`config.mk`:
```
export PLATFORM = sky130hd
export DESIGN_NAME = optic_rx_multi_flat
export DESIGN_NICKNAME = d
export VERILOG_FILES = /design/src/rtl/optic_rx_multi_if.sv /design/src/rtl/optic_rx_multi.sv /design/src/flat_wrapper.sv
export SDC_FILE = /design/constraint.sdc
export NUM_CORES = 1
export LEC_CHECK = 0
export CAP_MARGIN = 15
export CORE_UTILIZATION = 52
export DETAILED_ROUTE_END_ITERATION = 12
export GPL_TIMING_DRIVEN = 0
export HOLD_SLACK_MARGIN = 0.03
export PLACE_DENSITY = 0.76
export SYNTH_ARGS = -nofsm -noshare
export SYNTH_HDL_FRONTEND = slang
export SYNTH_SLANG_ARGS = --single-unit
```
`constraint.sdc`:
```
create_clock -name clk_rx -period 3 [get_ports clk_rx]
set_input_delay 0.6 -clock clk_rx [delete_from_list [all_inputs] [get_ports clk_rx]]
set_output_delay 0.6 -clock clk_rx [all_outputs]
set_load 0.01 [all_outputs]
```
`src/rtl/optic_rx_multi_if.sv`:
```
// Signal bundle between the optic PHY pin and the receiver's decoded outputs.
// The master modport is the receiver side; the slave modport is the PHY/consumer side.
interface optic_rx_multi_if #(
  parameter int NUM_BYTES = 2,
  parameter int ERR_CNT_W = 16
);
  logic                   phy_rxd;
  logic [8*NUM_BYTES-1:0] rxd_data;
  logic                   rxd_valid;
  logic                   rx_comm_err;
  logic                   rx_verify_err;
  logic                   rx_timeout_err;
  logic [ERR_CNT_W-1:0]   rx_err_cnt;

  modport master (
    input  phy_rxd,
    output rxd_data, rxd_valid, rx_comm_err, rx_verify_err, rx_timeout_err, rx_err_cnt
  );

  modport slave (
    output phy_rxd,
    input  rxd_data, rxd_valid, rx_comm_err, rx_verify_err, rx_timeout_err, rx_err_cnt
  );
endinterface

```
`src/rtl/optic_rx_multi.sv`:
```
// Oversampled NRZ frame receiver for the LC optic link: header bit, NUM_BYTES payload,
// inverted-XOR check byte, long-high tail; reports good payloads and error status.
module optic_rx_multi #(
  parameter int CLKS_PER_BIT  = 5,
  parameter int NUM_BYTES     = 2,
  parameter int SYNC_CLKS     = 31,
  parameter int COMM_ERR_CLKS = 63,
  parameter int TIMEOUT_CLKS  = 2048,
  parameter int ERR_CNT_W     = 16
) (
  input  logic             clk_rx,
  input  logic             reset,
  optic_rx_multi_if.master rx
);

  localparam int DATA_W    = 8 * NUM_BYTES;
  localparam int QUIET_MAX = (COMM_ERR_CLKS > SYNC_CLKS) ? COMM_ERR_CLKS : SYNC_CLKS;
  localparam int QW        = $clog2(QUIET_MAX + 1);
  localparam int BW        = $clog2(CLKS_PER_BIT + 1);
  localparam int NW        = $clog2(DATA_W + 1);
  localparam int TW        = $clog2(TIMEOUT_CLKS + 1);

  localparam logic [QW-1:0]        SYNC_Q    = QW'(SYNC_CLKS);
  localparam logic [QW-1:0]        COMM_Q    = QW'(COMM_ERR_CLKS);
  localparam logic [QW-1:0]        QUIET_SAT = '1;
  localparam logic [BW-1:0]        BIT_MID   = BW'(CLKS_PER_BIT / 2 + 1);
  localparam logic [BW-1:0]        BIT_LAST  = BW'(CLKS_PER_BIT);
  localparam logic [NW-1:0]        DATA_LAST = NW'(DATA_W - 1);
  localparam logic [NW-1:0]        CHK_LAST  = NW'(7);
  localparam logic [TW-1:0]        TMO_LAST  = TW'(TIMEOUT_CLKS - 1);
  localparam logic [ERR_CNT_W-1:0] ERR_MAX   = '1;

  localparam logic [4:0] S_IDLE   = 5'b00001;
  localparam logic [4:0] S_HEADER = 5'b00010;
  localparam logic [4:0] S_DATA   = 5'b00100;
  localparam logic [4:0] S_CHECK  = 5'b01000;
  localparam logic [4:0] S_TAIL   = 5'b10000;

  logic              sync1, line, line_d;
  logic              line_edge;
  logic [QW-1:0]     quiet_cnt;
  logic [BW-1:0]     bit_clk_cnt;
  logic              bit_val;
  logic              bit_adv;
  logic [4:0]        state;
  logic [NW-1:0]     bit_idx;
  logic [DATA_W-1:0] data_sr;
  logic [7:0]        check_sr;
  logic [TW-1:0]     tmo_cnt;
  logic              timeout;
  logic              frame_end;
  logic              check_ok;
  logic [7:0]        xor_acc;

  assign line_edge = line ^ line_d;
  // An edge at or past mid-bit closes the current bit early; earlier edges only realign.
  assign bit_adv   = (bit_clk_cnt == BIT_LAST) || (line_edge && (bit_clk_cnt >= BIT_MID));
  assign timeout   = (state != S_IDLE) && (tmo_cnt == TMO_LAST);
  assign frame_end = (state == S_TAIL) && line && (quiet_cnt >= SYNC_Q);

  always_comb begin
    xor_acc = 8'h00;
    for (int i = 0; i < NUM_BYTES; i++) begin
      xor_acc = xor_acc ^ data_sr[8*i +: 8];
    end
  end

  assign check_ok = (check_sr == ~xor_acc);

  always_ff @(posedge clk_rx or posedge reset) begin
    if (reset) begin
      sync1          <= 1'b0;
      line           <= 1'b0;
      line_d         <= 1'b0;
      quiet_cnt      <= '0;
      rx.rx_comm_err <= 1'b0;
    end else begin
      sync1  <= rx.phy_rxd;
      line   <= sync1;
      line_d <= line;
      if (line_edge) begin
        quiet_cnt <= '0;
      end else if (quiet_cnt != QUIET_SAT) begin
        quiet_cnt <= quiet_cnt + 1'b1;
      end
      if (line_edge) begin
        rx.rx_comm_err <= 1'b0;
      end else if (quiet_cnt >= COMM_Q) begin
        rx.rx_comm_err <= 1'b1;
      end
    end
  end

  always_ff @(posedge clk_rx or posedge reset) begin
    if (reset) begin
      bit_clk_cnt <= '0;
      bit_val     <= 1'b0;
    end else begin
      if (line_edge || (bit_clk_cnt == BIT_LAST)) begin
        bit_clk_cnt <= BW'(1);
      end else begin
        bit_clk_cnt <= bit_clk_cnt + 1'b1;
      end
      if (bit_clk_cnt == BIT_MID) begin
        bit_val <= line;
      end
    end
  end

  // Timeout wins over every normal transition, so a stuck frame always returns to IDLE.
  always_ff @(posedge clk_rx or posedge reset) begin
    if (reset) begin
      state             <= S_IDLE;
      bit_idx           <= '0;
      data_sr           <= '0;
      check_sr          <= '0;
      tmo_cnt           <= '0;
      rx.rxd_data       <= '0;
      rx.rxd_valid      <= 1'b0;
      rx.rx_verify_err  <= 1'b0;
      rx.rx_timeout_err <= 1'b0;
      rx.rx_err_cnt     <= '0;
    end else begin
      rx.rxd_valid      <= 1'b0;
      rx.rx_timeout_err <= 1'b0;
      if (state == S_IDLE) begin
        tmo_cnt <= '0;
      end else begin
        tmo_cnt <= tmo_cnt + 1'b1;
      end

      if (timeout) begin
        state             <= S_IDLE;
        rx.rx_timeout_err <= 1'b1;
        if (rx.rx_err_cnt != ERR_MAX) begin
          rx.rx_err_cnt <= rx.rx_err_cnt + 1'b1;
        end
      end else begin
        case (state)
          S_IDLE: begin
            if (line_edge && line && (quiet_cnt >= SYNC_Q)) begin
              state <= S_HEADER;
            end
          end
          S_HEADER: begin
            if (line_edge || (bit_clk_cnt == BIT_LAST)) begin
              state   <= S_DATA;
              bit_idx <= '0;
            end
          end
          S_DATA: begin
            if (bit_adv) begin
              data_sr <= {data_sr[DATA_W-2:0], bit_val};
              if (bit_idx == DATA_LAST) begin
                state   <= S_CHECK;
                bit_idx <= '0;
              end else begin
                bit_idx <= bit_idx + 1'b1;
              end
            end
          end
          S_CHECK: begin
            if (bit_adv) begin
              check_sr <= {check_sr[6:0], bit_val};
              if (bit_idx == CHK_LAST) begin
                state <= S_TAIL;
              end else begin
                bit_idx <= bit_idx + 1'b1;
              end
            end
          end
          S_TAIL: begin
            if (frame_end) begin
              state <= S_IDLE;
              if (check_ok) begin
                rx.rxd_data      <= data_sr;
                rx.rxd_valid     <= 1'b1;
                rx.rx_verify_err <= 1'b0;
              end else begin
                rx.rx_verify_err <= 1'b1;
                if (rx.rx_err_cnt != ERR_MAX) begin
                  rx.rx_err_cnt <= rx.rx_err_cnt + 1'b1;
                end
              end
            end
          end
          default: state <= S_IDLE;
        endcase
      end
    end
  end

endmodule

```
`src/flat_wrapper.sv`:
```
// flat-port wrapper written by rule: the top's interface ports become plain ports
module optic_rx_multi_flat 
#(
  parameter int CLKS_PER_BIT  = 5,
  parameter int NUM_BYTES     = 2,
  parameter int SYNC_CLKS     = 31,
  parameter int COMM_ERR_CLKS = 63,
  parameter int TIMEOUT_CLKS  = 2048,
  parameter int ERR_CNT_W     = 16
)
  (clk_rx, reset, rx_phy_rxd, rx_rxd_data, rx_rxd_valid, rx_rx_comm_err, rx_rx_verify_err, rx_rx_timeout_err, rx_rx_err_cnt);
  optic_rx_multi_if #(.NUM_BYTES(NUM_BYTES), .ERR_CNT_W(ERR_CNT_W)) rx_i ();
  input  logic clk_rx;
  input  logic reset;
  input wire logic [$bits(rx_i.phy_rxd)-1:0] rx_phy_rxd;
  output wire logic [$bits(rx_i.rxd_data)-1:0] rx_rxd_data;
  output wire logic [$bits(rx_i.rxd_valid)-1:0] rx_rxd_valid;
  output wire logic [$bits(rx_i.rx_comm_err)-1:0] rx_rx_comm_err;
  output wire logic [$bits(rx_i.rx_verify_err)-1:0] rx_rx_verify_err;
  output wire logic [$bits(rx_i.rx_timeout_err)-1:0] rx_rx_timeout_err;
  output wire logic [$bits(rx_i.rx_err_cnt)-1:0] rx_rx_err_cnt;
  assign rx_i.phy_rxd = rx_phy_rxd;
  assign rx_rxd_data = rx_i.rxd_data;
  assign rx_rxd_valid = rx_i.rxd_valid;
  assign rx_rx_comm_err = rx_i.rx_comm_err;
  assign rx_rx_verify_err = rx_i.rx_verify_err;
  assign rx_rx_timeout_err = rx_i.rx_timeout_err;
  assign rx_rx_err_cnt = rx_i.rx_err_cnt;
  optic_rx_multi #(.CLKS_PER_BIT(CLKS_PER_BIT), .NUM_BYTES(NUM_BYTES), .SYNC_CLKS(SYNC_CLKS), .COMM_ERR_CLKS(COMM_ERR_CLKS), .TIMEOUT_CLKS(TIMEOUT_CLKS), .ERR_CNT_W(ERR_CNT_W)) u_core (.clk_rx(clk_rx), .reset(reset), .rx(rx_i));
endmodule
```
==> key figures, run 1 <==
Global route
  – First-pass GRT wire length: 13700 um
  – GRT Total Usage: 19.9%
  – Initial antenna violation count: 0
  – Largest net degree at the start of global routing: 44
  – Grt total ovfl: 0
  – Number of global-route vias before repair: 2913

Detailed routing
  – Wire length on met1: 3670 um
  – 1st-iter DRT viols: 148
  – Met2 WL post-DR: 4160 um
  – DR pass1 iterations: 4
  – # DRC: 0
  – Final wirelength: 8240 um
  – Drt wl/cell: 15.7 um
  – Vias: 3004
  – Vias per cell: 5.73
  – Max Used Layer: met4
  – Routed Antenna Nets: 0
  – Routed met3 length: 246 um

Placement
  – Post-DP HPWL: 5950 um
  – PortBufs: 38
  – RePlAce Congestion: 0.819

Logic synthesis
  – Share of the synthesized area in the top cell type: 51.6%
  – Synth Area in Compound Gates: 8.23%
  – Post-synth EDFFs: 0
  – Synth Area in Simple Gates: 13.3%
  – Seq/Total Area, Yosys: 52.2%
  – Cells after Synth: 363
  – Post-synthesis xor/xnor area fraction: 8.56%
  – Syn_nets: 376
  – Synth Flop Type: dfrtp_1
  – Top cells by area, synth: dfrtp_1 52%, mux2_2 7.4%, xnor3_1 4.0%
  – Ys Warns: 0
  – Largest family of logic cells by synthesized area: simple AND/OR/NAND/NOR gates
  – Syn Std Cell Area: 0.00456 mm^2
  – #FFs+latches synth: 95
  – Mux contribution to synthesized area: 11.9%
  – Async SR Flop Fraction: 100%
  – Synth Area in Adders: 2.74%
  – Yosys cell types: 59
  – Post-synth top area cell: dfrtp_1
  – Mean Syn Cell Area: 12.6 um^2

CTS
  – CTS tree: built
  – Root buffer cell: clkbuf_8
  – Post-cts resize count: 0
  – Setup Buffers After CTS: 0
  – Worst-skew pair later-pin latency: 0.36 ns
  – Clock Tree Buf Depth: 2
  – CTS Sinks: 95
  – Post-CTS Hold Fix Bufs: 0
  – CTS clock-pin slew for the worst setup and hold paths: 0.09 ns
  – Total CTS buffers: 9
  – H-tree Lvls: 3

STA
  – Fmax: 0.376 GHz
  – Count of final hold-check violations: 0
  – Relative slew slack: 61.0%
  – Setup Skew: 0.0147 ns
  – Least-Margin Pin Slew: 0.581 ns
  – Final TNS setup: 0 ns
  – RSZ-0062 raised after global routing: false
  – Endpoints failing setup: 0
  – Slew Limit Fails: 0
  – Final Cycle Share: 88.7%
  – Tmin final: 2.66 ns

Die
  – Total core area: 0.00834 mm^2
  – I/O Pins: 39
  – Initial core utilization: 54.7%
  – Die H: 95.6 um
  – # rows: 33
  – Die area: 0.00914 mm^2
  – Die X-Extent: 95.6 um

Layout
  – Nets: 427
  – Commonest non-fill, non-tap cell in the layout: dfrtp_1
  – Area growth syn-to-layout: 16.7%
  – ANT cells: 0
  – Final core area utilization: 63.8%
  – Most frequent cells in the layout: 94 x dfrtp_1, 38 x clkdlybuf4s50_1, 30 x mux2_2
  – Fraction of layout cells with a size suffix above 1: 18.4%

Critical path
  – Critical path endpoint category: register
  – Type of origin of the critical path: register
  – R2r setup slk: 0.34 ns
  – CP max FO: 10
  – CP arrival: 2.91 ns
  – Req. time, crit path: 3.25 ns
  – Critical path type: register to register

Power
  – Leak: 2.41 nW
  – Peak VDD IR: 0.000259 V
  – Pwr dens: 444 mW/mm^2

Status
  – Status: completed

Hold path
  – Hold Path Class: register to register

Run
  – Maxcap violations: 0
## synthesized netlist by cell type (all sizes together) (6+ instances only)
cell and n:
a21oi 8, and3 11, buf 9, dfrtp 94
ha 10, inv 12, mux2 43, nand2 12
nand3 16, nand4 6, nor2 20, o211ai 9
o21ai 12, or3 6, xnor2 15, xnor3 8
xor2 9
## path summary, 6_finish.rpt
check,depth (start not counted),to,start
setup / recovery,6,u_core.data_sr[6],u_core.line
hold / removal,0,u_core.line,u_core.sync1
setup reg to reg,6,u_core.data_sr[6],u_core.line
hold reg to reg,0,u_core.line,u_core.sync1
max in group asynchronous,3,u_core.state[0],reset
min in group asynchronous,2,u_core.rx.rxd_valid,reset
## layout make-up
type                       instances  area (um^2)
tap                              105          131
buffer                            12         90.1
clock buffer                      10          138
inverter                          12         53.8
multi-input combinational        244         2040
fill                             641         3020
timing repair buffer              40          420
clock inverter                     6         67.6
sequential                        95         2380
## layer usage
layer	up-vias	GRT usage [%]
met1	1520	25.2
met4	0	7.71
met2	53	32.7
li1	1418	-
met3	13	4.94
met5	-	0
## state kept, by name (all words and copies together), names as in the netlist
| register | count |
|---|---|
| u_core.line | 1 |
| u_core.rx.rx_timeout_err | 1 |
| u_core.tmo_cnt | 12 |
| u_core.rx.rx_verify_err | 1 |
| u_core.rx.rxd_valid | 1 |
| u_core.bit_idx | 5 |
| u_core.data_sr | 16 |
| u_core.rx.rx_comm_err | 1 |
| u_core.state | 5 |
| u_core.bit_clk_cnt | 3 |
| u_core.rx.rx_err_cnt | 16 |
| u_core.rx.rxd_data | 16 |
| u_core.quiet_cnt | 6 |
| u_core.check_sr | 8 |
| u_core.bit_val | 1 |
| u_core.line_d | 1 |
| u_core.sync1 | 1 |
## cell families after synthesis
logic type	after synthesis
xor gates and xnor gates	32
DFF	95
AOI/OAI and AO/OA	54
adders and majority gates	10
and+or+nand+nor	102
muxes	46
buffers and inverters	24
## power by group
| group | total [mW] | switching [mW] | internal [mW] |
|---|---|---|---|
| clock network | 0.864 | 0.454 | 0.411 |
| registers | 1.34 | 0.0286 | 1.31 |
| logic | 0.157 | 0.0933 | 0.0639 |
| total | 2.36 | 0.575 | 1.79 |
## critical path, stage by stage (launching register included)
cell     delay, ns
dfrtp_1       0.43
ha_1          0.40
a21bo_2       0.30
nand2_1       0.17
nor4_4        0.52
buf_2         0.36
mux2_2        0.38
## stage by stage
| stage | hold WS [ns] | instance area [um^2] | std cells | setup slack (ns) | total power, mW |
|---|---|---|---|---|---|
| after floorplan | 0.331 | 4560 | 363 | 0.738 | 1.47 |
| after global placement | 0.334 | 5070 | 506 | 0.328 | 1.50 |
| after detailed placement | 0.335 | 5110 | 508 | 0.328 | 1.52 |
| after CTS | 0.355 | 5320 | 524 | 0.293 | 2.38 |
| after global routing | 0.365 | 5320 | 524 | 0.143 | 2.47 |
| final | 0.352 | 5320 | 524 | 0.340 | 2.36 |
Note: power is estimated with default switching activity, not from simulation.
==> inputs of run 2 (changes only) <==
--- a/config.mk
+++ b/config.mk
@@ -5,12 +5,15 @@
 export SDC_FILE = /design/constraint.sdc
 export NUM_CORES = 1
 export LEC_CHECK = 0
+export ABC_CLOCK_PERIOD_IN_PS = 3000
 export CAP_MARGIN = 15
 export CORE_UTILIZATION = 52
 export DETAILED_ROUTE_END_ITERATION = 12
 export GPL_TIMING_DRIVEN = 0
 export HOLD_SLACK_MARGIN = 0.03
 export PLACE_DENSITY = 0.76
+export SKIP_CTS_REPAIR_TIMING = 1
+export SLEW_MARGIN = 20
 export SYNTH_ARGS = -nofsm -noshare
 export SYNTH_HDL_FRONTEND = slang
 export SYNTH_SLANG_ARGS = --single-unit
==> run 2 against run 1 <==
  * Sequential cell count did not move
  * Utilization is 0.77 points higher
  * Critical path depth unchanged
  * Combinational power up 3%
  * Sequential power barely moved
  * Sequential share of layout area down 0.53 points
  * Register-to-register slack hardly changed
  * Non-clock buffer count rose by 1
==> key figures, run 2 (synthesis gave the netlist of run 1 again) <==
STA
  – Relative slew slack: 59.6%
  – Least-Margin Pin Slew: 0.603 ns
  – Count of final hold-check violations: 0
  – Endpoints failing setup: 0
  – Setup Skew: 0.0126 ns
  – RSZ-0062 raised after global routing: false
  – Final TNS setup: 0 ns
  – Slew Limit Fails: 0
  – Worst Setup Slack, final: 0.329 ns
  – Fmax: 0.374 GHz
  – Tmin final: 2.67 ns
  – Final Cycle Share: 89.0%

Detailed routing
  – Vias: 3014
  – Final wirelength: 8270 um
  – Vias per cell: 5.75
  – Drt wl/cell: 15.8 um
  – Routed Antenna Nets: 0
  – DR pass1 iterations: 4
  – 1st-iter DRT viols: 181
  – # DRC: 0

Power
  – Tot Pwr: 2.49 mW
  – Pwr dens: 464 mW/mm^2
  – Peak VDD IR: 0.000287 V
  – Leak: 2.44 nW

CTS
  – Total CTS buffers: 9
  – Root buffer cell: clkbuf_8
  – Worst-skew pair later-pin latency: 0.36 ns
  – CTS clock-pin slew for the worst setup and hold paths: 0.09 ns
  – H-tree Lvls: 3
  – CTS Sinks: 95
  – Clock Tree Buf Depth: 2
  – CTS tree: built

Placement
  – Post-DP HPWL: 6110 um
  – RePlAce Congestion: 0.819
  – PortBufs: 38
  – Post-place setup slack: 0.342 ns
  – Placed cell area: 0.00515 mm^2
  – Post-Place Cells: 509

Hold path
  – Hold Path Class: register to register

Critical path
  – Critical path type: register to register
  – Critical path endpoint category: register
  – CP max FO: 10
  – Req. time, crit path: 3.25 ns
  – Type of origin of the critical path: register
  – CP arrival: 2.92 ns

Global route
  – Largest net degree at the start of global routing: 34
  – Grt total ovfl: 0
  – Initial antenna violation count: 0
  – GRT Total Usage: 20.5%
  – First-pass GRT wire length: 14100 um
  – Number of global-route vias before repair: 2972

Die
  – Total core area: 0.00834 mm^2
  – Die area: 0.00914 mm^2
  – Die H: 95.6 um
  – # rows: 33
  – Die X-Extent: 95.6 um
  – Initial core utilization: 54.7%
  – I/O Pins: 39

Layout
  – Fraction of layout cells with a size suffix above 1: 18.1%
  – Nets: 428
  – Largest registers: u_core.data_sr: 16 flops, u_core.rx.rx_err_cnt: 16 flops, u_core.rx.rxd_data: 16 flops
  – ANT cells: 0
  – Area growth syn-to-layout: 18.1%
  – Most frequent cells in the layout: 94 x dfrtp_1, 38 x clkdlybuf4s50_1, 30 x mux2_2
  – Finished Cell Area: 0.00538 mm^2
  – Commonest non-fill, non-tap cell in the layout: dfrtp_1
  – Non-filler cells in the finished layout: 524

Status
  – Status: completed

Run
  – Maxcap violations: 0
-- run 2: path summary, 6_finish.rpt --
kind                                   start                  end  slack (ns)  cells past startpoint
worst max-delay path             u_core.line    u_core.data_sr[9]        0.33                      6
worst min-delay path            u_core.sync1          u_core.line        0.36                      0
worst max register to register   u_core.line    u_core.data_sr[9]        0.33                      6
worst min register to register  u_core.sync1          u_core.line        0.36                      0
max in group asynchronous              reset   u_core.tmo_cnt[10]        1.72                      4
min in group asynchronous              reset  u_core.rx.rxd_valid        0.62                      2
-- run 2: power breakdown --
group          internal (mW)  switching (mW)
registers               1.31          0.0298
logic                 0.0680          0.0938
clock network          0.552           0.439
total                   1.93           0.563
-- run 2: area by class of cell --
cell class	count	area [um^2]
buffer	12	90.1
clock buffer	10	128
clock inverter	5	106
fill	644	2960
inverter	12	53.8
multi-input combinational	244	2040
sequential	95	2380
tap	105	131
timing repair buffer	41	455
-- run 2: through the flow --
step	hold slack, ns	utilization (%)
6_report	0.356	64.5
5_1_grt	0.371	64.5
4_1_cts	0.358	64.5
3_5_place_dp	0.339	61.7
3_3_place_gp	0.334	60.8
2_1_floorplan	0.331	-
-- run 2: critical path, cell delays in order, from the launching register on --
cell and delay [ns]:
dfrtp_1 0.43, ha_1 0.40, a21bo_2 0.30, nand2_1 0.17, nor4_4 0.53, buf_2 0.35, mux2_2 0.37
-- run 2: layer usage --
metal	vias up	wire length [um]	track usage, %
met1	1513	3690	26.0
met2	57	4150	33.3
li1	1425	-	-
met5	-	0	0
met4	0	227	10.7
met3	19	207	4.15
